==> src/rtl/idelay_reset_sequencer_pkg.sv <==
// Shared state encoding and default timing for the IDELAYCTRL sequencer.
// Also consumed by the EPB status register block.
package idelay_reset_sequencer_pkg;

  typedef enum logic [2:0] {
    ASSERT_RST = 3'd0,
    WAIT_RDY   = 3'd1,
    SETTLE     = 3'd2,
    RUN        = 3'd3,
    FAIL       = 3'd4
  } seq_state_t;

  localparam int DEF_RST_CYCLES    = 20;
  localparam int DEF_RDY_TIMEOUT   = 4095;
  localparam int DEF_MAX_RETRIES   = 3;
  localparam int DEF_RELEASE_DELAY = 16;

  // Width of a counter that must hold 0..n inclusive
  function automatic int cnt_w(input int n);
    return $clog2(n + 1);
  endfunction

endpackage

==> src/rtl/idelay_reset_sequencer_bit_synchroniser.sv <==
// Multi-flop synchroniser for a single asynchronous level.
// Resets to 0 so a stale ready can never leak through reset.
module bit_synchroniser #(
  parameter int STAGES = 2
) (
  input  logic i_clk,
  input  logic i_rst,
  input  logic i_d,
  output logic o_q
);

  logic [STAGES-1:0] r_sync;

  // Shift the async level through the flop chain
  always_ff @(posedge i_clk or posedge i_rst) begin
    if (i_rst) r_sync <= '0;
    else       r_sync <= {r_sync[STAGES-2:0], i_d};
  end

  assign o_q = r_sync[STAGES-1];

endmodule

==> src/rtl/idelay_reset_sequencer.sv <==
// IDELAYCTRL reset/ready sequencer with timeout, bounded retries,
// settle filter before app reset release, and loss-of-ready monitor.
module idelay_reset_sequencer
  import idelay_reset_sequencer_pkg::*;
#(
  parameter int RST_CYCLES    = DEF_RST_CYCLES,
  parameter int RDY_TIMEOUT   = DEF_RDY_TIMEOUT,
  parameter int MAX_RETRIES   = DEF_MAX_RETRIES,
  parameter int RELEASE_DELAY = DEF_RELEASE_DELAY
) (
  input  logic       sys_clk,
  input  logic       sys_rst,
  input  logic       soft_reset,
  input  logic       idelay_rdy,
  output logic       idelay_rst,
  output logic       app_rst,
  output logic       init_done,
  output logic       init_fail,
  output logic [1:0] retry_count,
  output logic       rdy_lost
);

  localparam int RW  = cnt_w(RST_CYCLES);
  localparam int TW  = cnt_w(RDY_TIMEOUT);
  localparam int SW  = cnt_w(RELEASE_DELAY);
  localparam int RTW = cnt_w(MAX_RETRIES);

  localparam logic [RW-1:0]  RST_LAST = RW'(RST_CYCLES - 1);
  localparam logic [TW-1:0]  TO_LAST  = TW'(RDY_TIMEOUT);
  localparam logic [SW-1:0]  SET_LAST = SW'(RELEASE_DELAY);
  localparam logic [RTW-1:0] RTY_MAX  = RTW'(MAX_RETRIES);

  seq_state_t     r_state, w_state;
  logic [RW-1:0]  r_rst_cnt, w_rst_cnt;
  logic [TW-1:0]  r_to_cnt, w_to_cnt;
  logic [SW-1:0]  r_set_cnt, w_set_cnt;
  logic [RTW-1:0] r_retry, w_retry;
  logic           r_low, w_low;
  logic           r_idelay_rst, w_idelay_rst;
  logic           r_app_rst, w_app_rst;
  logic           r_init_done, w_init_done;
  logic           r_init_fail, w_init_fail;
  logic           r_rdy_lost, w_rdy_lost;
  logic           w_rdy_s;

  bit_synchroniser #(
    .STAGES(2)
  ) u_rdy_sync (
    .i_clk(sys_clk),
    .i_rst(sys_rst),
    .i_d  (idelay_rdy),
    .o_q  (w_rdy_s)
  );

  // State, counters and all outputs are registered together
  always_ff @(posedge sys_clk or posedge sys_rst) begin
    if (sys_rst) begin
      r_state      <= ASSERT_RST;
      r_rst_cnt    <= '0;
      r_to_cnt     <= '0;
      r_set_cnt    <= '0;
      r_retry      <= '0;
      r_low        <= 1'b0;
      r_idelay_rst <= 1'b1;
      r_app_rst    <= 1'b1;
      r_init_done  <= 1'b0;
      r_init_fail  <= 1'b0;
      r_rdy_lost   <= 1'b0;
    end else begin
      r_state      <= w_state;
      r_rst_cnt    <= w_rst_cnt;
      r_to_cnt     <= w_to_cnt;
      r_set_cnt    <= w_set_cnt;
      r_retry      <= w_retry;
      r_low        <= w_low;
      r_idelay_rst <= w_idelay_rst;
      r_app_rst    <= w_app_rst;
      r_init_done  <= w_init_done;
      r_init_fail  <= w_init_fail;
      r_rdy_lost   <= w_rdy_lost;
    end
  end

  // Next state, counters and next output values; soft_reset overrides all
  always_comb begin
    w_state      = r_state;
    w_rst_cnt    = r_rst_cnt;
    w_to_cnt     = r_to_cnt;
    w_set_cnt    = r_set_cnt;
    w_retry      = r_retry;
    w_low        = r_low;
    w_idelay_rst = r_idelay_rst;
    w_app_rst    = r_app_rst;
    w_init_done  = r_init_done;
    w_init_fail  = r_init_fail;
    w_rdy_lost   = r_rdy_lost;

    if (soft_reset) begin
      w_state      = ASSERT_RST;
      w_rst_cnt    = '0;
      w_retry      = '0;
      w_low        = 1'b0;
      w_idelay_rst = 1'b1;
      w_app_rst    = 1'b1;
      w_init_done  = 1'b0;
      w_init_fail  = 1'b0;
      w_rdy_lost   = 1'b0;
    end else begin
      unique case (r_state)
        ASSERT_RST: begin
          if (r_rst_cnt == RST_LAST) begin
            w_state      = WAIT_RDY;
            w_idelay_rst = 1'b0;
            w_to_cnt     = '0;
          end else begin
            w_rst_cnt = r_rst_cnt + RW'(1);
          end
        end
        WAIT_RDY: begin
          // Ready beats a coincident timeout
          if (w_rdy_s) begin
            w_state   = SETTLE;
            w_set_cnt = '0;
          end else if (r_to_cnt == TO_LAST) begin
            if (r_retry < RTY_MAX) begin
              w_retry      = r_retry + RTW'(1);
              w_state      = ASSERT_RST;
              w_rst_cnt    = '0;
              w_idelay_rst = 1'b1;
            end else begin
              w_state     = FAIL;
              w_init_fail = 1'b1;
            end
          end else begin
            w_to_cnt = r_to_cnt + TW'(1);
          end
        end
        SETTLE: begin
          // A dropout restarts the wait without costing a retry
          if (!w_rdy_s) begin
            w_state  = WAIT_RDY;
            w_to_cnt = '0;
          end else if (r_set_cnt == SET_LAST) begin
            w_state     = RUN;
            w_app_rst   = 1'b0;
            w_init_done = 1'b1;
            w_low       = 1'b0;
          end else begin
            w_set_cnt = r_set_cnt + SW'(1);
          end
        end
        RUN: begin
          // Two consecutive low samples mean ready was really lost
          if (!w_rdy_s) begin
            if (r_low) begin
              w_state      = ASSERT_RST;
              w_rst_cnt    = '0;
              w_idelay_rst = 1'b1;
              w_app_rst    = 1'b1;
              w_init_done  = 1'b0;
              w_retry      = '0;
              w_rdy_lost   = 1'b1;
              w_low        = 1'b0;
            end else begin
              w_low = 1'b1;
            end
          end else begin
            w_low = 1'b0;
          end
        end
        FAIL: begin
          w_idelay_rst = 1'b0;
          w_app_rst    = 1'b1;
          w_init_fail  = 1'b1;
        end
        default: begin
          w_state      = ASSERT_RST;
          w_rst_cnt    = '0;
          w_idelay_rst = 1'b1;
          w_app_rst    = 1'b1;
          w_init_done  = 1'b0;
        end
      endcase
    end
  end

  assign idelay_rst  = r_idelay_rst;
  assign app_rst     = r_app_rst;
  assign init_done   = r_init_done;
  assign init_fail   = r_init_fail;
  assign retry_count = 2'(r_retry);
  assign rdy_lost    = r_rdy_lost;

endmodule

==> config.mk <==
export PLATFORM = sky130hd
export DESIGN_NAME = idelay_reset_sequencer
export DESIGN_NICKNAME = d
export VERILOG_FILES = /design/src/rtl/idelay_reset_sequencer_pkg.sv /design/src/rtl/idelay_reset_sequencer_bit_synchroniser.sv /design/src/rtl/idelay_reset_sequencer.sv
export SDC_FILE = /design/constraint.sdc
export NUM_CORES = 1
export LEC_CHECK = 0
export CAP_MARGIN = 20
export CORE_MARGIN = 3
export CORE_UTILIZATION = 45
export CTS_BUF_LIST = sky130_fd_sc_hd__clkbuf_2 sky130_fd_sc_hd__clkbuf_4 sky130_fd_sc_hd__clkbuf_8
export CTS_CLUSTER_SIZE = 30
export DETAILED_ROUTE_END_ITERATION = 12
export MAX_ROUTING_LAYER = met4
export PLACE_DENSITY = 0.68
export SLEW_MARGIN = 20
export SYNTH_ARGS = -nofsm -noshare
export SYNTH_HDL_FRONTEND = slang
export SYNTH_SLANG_ARGS = --single-unit
==> constraint.sdc <==
create_clock -name sys_clk -period 2.5 [get_ports sys_clk]
set_input_delay 0.5 -clock sys_clk [delete_from_list [all_inputs] [get_ports sys_clk]]
set_output_delay 0.5 -clock sys_clk [all_outputs]
set_load 0.01 [all_outputs]
# ---- After elaboration in Yosys (flattened, before gate mapping)
# Cells that the tools add are included.
dict set report totals {
  ff_bits 35
  inputBits 4
}
dict set report op_classes {
  n_addsub 4
  order_cmp 1
  eq_ne 32
  mux 63
  n_bitwise 1
  n_reduce_logical 22
}
# op count
set op_table {}
lappend op_table {{5-bit two-way mux} 10}
lappend op_table {{12-bit two-way mux} 4}
lappend op_table {{12-bit one-hot mux with 3 select lines} 1}
lappend op_table {{3-bit two-way mux} 9}
lappend op_table {{3-bit inequality test (second input constant)} 9}
lappend op_table {{1-bit two-way mux} 24}
lappend op_table {{5-bit one-hot mux with 4 select lines} 1}
lappend op_table {{6-bit AND reduction} 3}
lappend op_table {{2-bit inequality test (second input constant)} 8}
lappend op_table {{3-bit one-hot mux with 5 select lines} 1}
lappend op_table {{5-bit AND reduction} 3}
lappend op_table {{7-bit AND reduction} 2}
lappend op_table {{12-bit by 1-bit adder with 12-bit output (second input constant)} 1}
lappend op_table {{12-bit equality test (second input constant)} 1}
lappend op_table {{2-bit two-way mux} 6}
lappend op_table {{3-bit nonzero test} 4}
lappend op_table {{5-bit by 1-bit adder with 5-bit output (second input constant)} 2}
lappend op_table {{5-bit equality test (second input constant)} 2}
lappend op_table {{2-bit by 1-bit inequality test with 1-bit output (second input constant)} 5}
lappend op_table {{5-bit one-hot mux with 2 select lines} 1}
lappend op_table {{3-bit by 2-bit equality test with 1-bit output (second input constant)} 2}
lappend op_table {{1-bit one-hot mux with 3 select lines} 2}
lappend op_table {{3-bit AND reduction} 2}
lappend op_table {{2-bit nonzero test} 3}
lappend op_table {{other kinds (15)} 17}

# ---- Longest topological paths before layout
# Gate-level depths: netlist (run 1).
dict set report logic_depth {
  ltp_word 6
  mapped_depth 7
  ltp_nobuf 7
}

# ---- Modules after synthesis
# A second synthesis (run 1) with hierarchy kept.
dict set report unflattened {
  cells_unflattened 224
  area_unflattened_um2 2030.7
}
# module n_inst cells_per_inst area_each_um2 seq_area_each_um2
set modules_own_cells {}
lappend modules_own_cells {idelay_reset_sequencer 1 221 1976.9 828.3}
lappend modules_own_cells {bit_synchroniser 1 3 53.8 50.0}

# ---- Worst setup path before layout (run 1)
# No wires, ideal clock.
dict set report synth_timing {
  kind {flip-flop to flip-flop}
  from {reg r_retry[0] (netlist: retry_count[0])}
  to {reg r_rst_cnt[2]}
  setup_ps 126
  arrival_time_ps 1857
  required_time_ps 2374
  slack_ps 517
  path_stages_with_launch 7
  synth_period_minus_slack_ps 1983
  path_cell_list {dfrtp_1 -> ha_1 -> nand4bb_1 -> nor4_4 -> o41ai_1 -> or2_1 -> a221o_1}
}
dict set report synth_between {
  elab_chain_cells 3
}
# item line
set synth_lines {}
lappend synth_lines {{start, declared} idelay_reset_sequencer.sv:37} ;# logic [RTW-1:0] r_retry, w_retry;
lappend synth_lines {{start signal, assigned} idelay_reset_sequencer.sv:74} ;# r_retry <= w_retry;
lappend synth_lines {{2-bit < comparator} idelay_reset_sequencer.sv:125} ;# if (r_retry < RTY_MAX) begin
lappend synth_lines {{3-bit inequality test (no line)} n/a}
lappend synth_lines {{7-bit AND reduction (no line)} n/a}
lappend synth_lines {{end signal, assigned} idelay_reset_sequencer.sv:71} ;# r_rst_cnt <= w_rst_cnt;
lappend synth_lines {{end, declared} idelay_reset_sequencer.sv:34} ;# logic [RW-1:0] r_rst_cnt, w_rst_cnt;
# Every way passes these cells.
# A chain may end at the register's enable or synchronous reset.

# ---- Worst setup path after layout (run 1)
dict set report layout_timing {
  from {reg r_to_cnt[0]}
  to {reg r_rst_cnt[2]}
}
dict set report layout_between {
  elab_chain_cells 3
}
# item line
set layout_lines {}
lappend layout_lines {{start, declared} idelay_reset_sequencer.sv:35} ;# logic [TW-1:0] r_to_cnt, w_to_cnt;
lappend layout_lines {{start signal, assigned} idelay_reset_sequencer.sv:72} ;# r_to_cnt <= w_to_cnt;
lappend layout_lines {{12-bit equality test} idelay_reset_sequencer.sv:124} ;# end else if (r_to_cnt == TO_LAST) begin
lappend layout_lines {{3-bit inequality test (no line)} n/a}
lappend layout_lines {{7-bit AND reduction (no line)} n/a}
# Every way passes these cells.

==> results_dict.tcl, run 1 <==
set metrics [dict create \
    synth-seq-cells 35 \
    rsz0062_at_grt "no" \
    status "complete, no violations" \
    syn_avg_cell_area_um2 9.15 \
    initial_utilization_pct 48.5 \
    finalWirelength_um 4340 \
    diodes 0 \
    hold_viol 0 \
    post_cts_resized 0 \
    layout_min_cycle_time_ns 2.22 \
    async_flop_share_pct 100 \
    antenna_found_initial 0 \
    relSlewSlack_pct 60.0 \
    num_rows 23 \
    ys_warn_count 0 \
    ctsHoldBuffers 0 \
    cp_max_fo 5 \
    postPlaceCellArea_um2 2230 \
    htree_levels 2 \
    dieArea_um2 5330 \
    synth_edf_count 0 \
    grt_overflow_total 0 \
    place_hpwl_um 3110 \
    ys.flop_type "dfrtp_1" \
    die_w_um 73.0 \
    numCtsBuffers 5 \
    cts_tree "built" \
    routed-via-count 1719 \
    syn_nets 230 \
    crit_type "reg -> reg" \
    viasPerCell 5.91 \
    chipHeight_um 73.0 \
    grt_max_degree 36 \
    clk_path_buf_depth 2 \
    area_growth_pct 14.6 \
    layout-drive-gt1-share_pct 12.0 \
    fmax_ghz 0.450 \
    fin_nets 249 \
    synth_common_cells "dfrtp_1, nand2_1, nor2_1" \
    drt_iter0_drc 103 \
    track_usage_pct 18.8 \
    required_ns 2.68 \
    cp-start-kind "flop" \
    cp_cell_sequence "ha_1 > nand3_2 > nor4_4 > o41ai_1 > or2_1 > a221o_1" \
    max_stage_delay_ns 0.44 \
    crit_slowest_cell "nor4_4" \
    ctsRootBufferMaster "clkbuf_8" \
    synth.top_cell.area_share_pct 40.8 \
    fin_setup_tns_ns 0 \
    io_pins 11 \
    worst_pin_slew_ns 0.592 \
    setup_viol 0 \
    drtAntennaViolNets 0 \
    grt_first_pass_wirelength_um 7590 \
    fin_crit_sh_pct 88.8 \
    port_buffers 10 \
    ys_seq_area_share_pct 43.4 \
    synth_area_um2 2020 \
    synthCells 221 \
    core_um2 4170 \
    slew_viol_final 0 \
    clock_skew_ns 0.00409 \
    crit_arrival_ns 2.40 \
    yosys.area.top_type "dfrtp_1" \
    synth_cell_types 52 \
    grt_pass1_vias 1623 \
    clkLatencyLatePin_ns 0.29 \
    cts_setup_buffers 0 \
    gp_congestion 0.911 \
    clock-sinks 35 \
    wl_per_cell_um 14.9 \
    clkTransAtPathRegs_ns 0.07 \
    ir_drop_mv 0.414 \
    leakage_uw 0.00102 \
    drc_errors 0 \
    final_area_um2 2320 \
    first_pass_iters 4 \
    max_cap_violations 0 \
    cp-end-kind "flop" \
    hp-class "reg -> reg" \
    synthTopCellsByArea "dfrtp_1, o21ai_0, nand2_1" \
    pwr_density_cell_nw_per_um2 462 \
    synth_most_common_cell "dfrtp_1" \
]
-- worst paths after layout --
kind                                           start                    to  slack [ns]  depth (start not counted)
worst max-delay path                     r_to_cnt[0]          r_rst_cnt[2]        0.28                          6
worst min-delay path            u_rdy_sync.r_sync[0]  u_rdy_sync.r_sync[1]        0.36                          0
worst max register to register           r_to_cnt[0]          r_rst_cnt[2]        0.28                          6
worst min register to register  u_rdy_sync.r_sync[0]  u_rdy_sync.r_sync[1]        0.36                          0
max in group asynchronous                    sys_rst               app_rst        1.56                          3
min in group asynchronous                    sys_rst          r_rst_cnt[1]        0.61                          3
-- per-layer routing --
metal	track usage [%]	vias to the layer above	part of all wire, %
met4	6.35	0	1.4
li1	-	852	-
met5	-	-	0
met3	4.13	6	4.1
met1	26.0	833	50
met2	27.2	28	44
-- worst max-delay path: cells and delay by family (launching register included) --
| kind | cells | cell delay [ns] |
|---|---|---|
| adders and majority gates | 1 | 0.25 |
| AOI/OAI and AO/OA | 2 | 0.52 |
| and+or+nand+nor | 3 | 0.92 |
| DFF | 1 | 0.42 |
-- layout make-up --
cell class,count,area [µm²]
Clock buffer,8,91.3
Fill cell,375,1860
Multi-Input combinational cell,169,1080
Timing Repair Buffer,20,175
Tap cell,50,62.6
Inverter,9,33.8
Sequential cell,35,878
-- through the flow --
step / cells / worst slack (ns) / hold slack (ns) / total power, µW / util, %
6_report: 291 / 0.279 / 0.357 / 1070 / 55.5
5_1_grt: 291 / 0.122 / 0.371 / 1120 / 55.5
4_1_cts: 291 / 0.287 / 0.360 / 1080 / 55.5
3_5_place_dp: 283 / 0.292 / 0.341 / 659 / 53.3
3_3_place_gp: 283 / 0.323 / 0.346 / 658 / 53.3
2_1_floorplan: 221 / 0.517 / 0.331 / 633 / -
-- cell usage in the layout (no fill, tap or decap), drive strengths merged, types with 8 or more instances in the layout --
master / n
nor2: 20
inv: 9
nor3: 8
clkbuf: 8
nand3: 8
buf: 10
a31oi: 8
clkdlybuf4s50: 10
o21ai: 18
dfrtp: 33
nand2: 22
a21oi: 11
-- sequential cells by signal, summed over array words and instances, names as in the netlist --
register	cells
init_done	1
retry_count	2
r_rst_cnt	5
rdy_lost	1
r_low	1
app_rst	1
r_state	3
r_to_cnt	12
r_set_cnt	5
u_rdy_sync.r_sync	2
init_fail	1
idelay_rst	1
-- logic make-up (layout without fill, tap and decap cells) --
family,Yosys count,count (layout),share of synthesized area (%)
buffers and inverters,17,37,3.34
muxes,2,2,1.05
xor gates and xnor gates,4,4,1.73
AOI/OAI and AO/OA,62,62,19.8
DFF,35,35,43.4
adders and majority gates,5,5,3.09
and+or+nand+nor,96,96,27.5
-- power by group --
part	internal [µW]	switching, µW	leakage [µW]
Combinational	23.0	31.4	0.000504
Sequential	578	14.9	0.000465
Clock	230	194	0.0000498
Note: power is estimated with default switching activity, not from simulation.
==> inputs of run 2 (changes only) <==
clock period = 2.1 ns   (was 2.5 ns; I/O delays follow)
==> results_dict.tcl, run 2 (synthesis results as in run 1) <==
set metrics [dict create \
    internal_power_uw 1030 \
    cts_tree "built" \
    routed-via-count 1843 \
    leakage_uw 0.00112 \
    diodes 0 \
    fmax_ghz 0.499 \
    rsz0062_at_grt "no" \
    gp_congestion 0.934 \
    dieArea_um2 5330 \
    ir_drop_mv 0.416 \
    viasPerCell 5.98 \
    layout_common_cells "dfrtp_1, buf_4, nand2_1" \
    drc_errors 0 \
    drtAntennaViolNets 0 \
    clock_skew_ns 0.00369 \
    numPlacedInstances 299 \
    setup_viol 0 \
    ctsRootBufferMaster "clkbuf_8" \
    first_pass_iters 4 \
    fin_crit_sh_pct 95.5 \
    slew_viol_final 0 \
    ctsHoldBuffers 0 \
    crit_type "reg -> reg" \
    grt_overflow_total 0 \
    reg2reg_depth 6 \
    hold_viol 0 \
    chipHeight_um 73.0 \
    grt_first_pass_wirelength_um 8050 \
    min_delay_worst_endpoint "u_rdy_sync.r_sync[1]" \
    r2r-start "retry_count[0]" \
    p_clk_share_pct 41.3 \
    relSlewSlack_pct 65.7 \
    hold_depth 0 \
    clock-sinks 35 \
    port_buffers 10 \
    top_register "r_to_cnt" \
    place_hpwl_um 3270 \
    seqPwrFrac_pct 52.9 \
    power_frac_comb_pct 5.7 \
    min-delay-start "u_rdy_sync.r_sync[0]" \
    grt_pass1_vias 1736 \
    htree_levels 2 \
    p_sw_share_pct 22.3 \
    layout_min_cycle_time_ns 2.00 \
    fin_total_pwr_uw 1330 \
    cp-startpoint "retry_count[0]" \
    hp-class "reg -> reg" \
    io_pins 11 \
    clkTransAtPathRegs_ns 0.07 \
    core_um2 4170 \
    required_ns 2.27 \
    num_rows 23 \
    r2r_slack_ns 0.1 \
    die_w_um 73.0 \
    largest_register_ff_count 12 \
    cp_max_fo 5 \
    cp-end-kind "flop" \
    finalWirelength_um 4530 \
    grt_max_degree 36 \
    mostFrequentLayoutCell "dfrtp_1" \
    clkLatencyLatePin_ns 0.28 \
    worst_pin_slew_ns 0.508 \
    clk_path_buf_depth 2 \
    status "complete, no violations" \
    drt_iter0_drc 97 \
    reg2reg_to "r_rst_cnt[2]" \
    pwr_density_cell_nw_per_um2 532 \
    crit_arrival_ns 2.17 \
    track_usage_pct 19.7 \
    cp-start-kind "flop" \
    area_growth_pct 23.7 \
    stdcell_count 308 \
    top_regs "r_to_cnt (12), r_rst_cnt (5), r_set_cnt (5)" \
    max_cap_violations 0 \
    wl_per_cell_um 14.7 \
    initial_utilization_pct 48.5 \
    fin_nets 266 \
    p_switching_uw 296 \
    numCtsBuffers 5 \
    antenna_found_initial 0 \
    layout-drive-gt1-share_pct 20.2 \
]
==> run 2: cell type report <==
cell class,count,area (µm²)
Fill cell,354,1670
Multi-Input combinational cell,169,1120
Sequential cell,35,878
Timing Repair Buffer,37,303
Clock buffer,8,104
Tap cell,50,62.6
Inverter,9,33.8
==> run 2: metrics by stage <==
step / setup slack [ns] / util [%] / TNS (ns) / hold WS, ns / instance area (µm²)
final: 0.0951 / 59.9 / 0 / 0.369 / 2500
after global routing: 0.00156 / 59.9 / 0 / 0.380 / 2500
after CTS: 0.0224 / 58.8 / 0 / 0.364 / 2450
after detailed placement: -0.0708 / 56.2 / -0.166 / 0.348 / 2350
after global placement: -0.0435 / 56.2 / -0.0435 / 0.332 / 2350
after floorplan: 0.117 / - / 0 / 0.331 / 2020
==> run 2: how the worst max path moves through the flow <==
| stage | slack, ns | end | depth (start not counted) |
|---|---|---|---|
| after floorplan | 0.12 | r_rst_cnt[2] | 6 |
| after global placement | -0.04 | r_rst_cnt[2] | 6 |
| after detailed placement | -0.07 | r_rst_cnt[2] | 6 |
| after CTS | 0.02 | r_state[0] | 9 |
| after global routing | 0.002 | r_rst_cnt[1] | 7 |
| final | 0.1 | r_rst_cnt[2] | 6 |
==> run 2: repair_timing <==
action	CTS	global route
pin swaps	1	4
hold endpoints to repair	0	0
endpoints found under the setup margin	2	5
gates resized for setup	1	7
buffers inserted	0	1
==> run 2: critical path: stages, from the launching register on <==
cell       delay, ns
dfrtp_1         0.43
ha_2            0.22
nand4bb_4       0.23
nor4_4          0.28
o41ai_2         0.12
or2_4           0.27
a221o_1         0.35
==> run 2: power by group through the flow <==
stage          clock network, µW  registers [µW]  logic [µW]
2_1_floorplan                  0             713        41.3
3_3_place_gp                   0             715        74.2
3_5_place_dp                   0             716        75.1
4_1_cts                      561             703        75.7
5_1_grt                      589             706        85.3
6_report                     550             705        76.0
==> run 2: metal layers <==
metal	vias to the layer above	part of all wire (%)	GRT usage, %
li1	886	-	-
met1	904	49	28.0
met2	51	46	29.5
met3	2	4.2	2.89
met4	0	0.46	4.92
met5	-	0	-
==> inputs of run 3 (changes only) <==
CAP_MARGIN = not set   (was 20)
==> results of run 3 <==
Same layout as run 2: the final DEF is identical, and so are final timing and power.
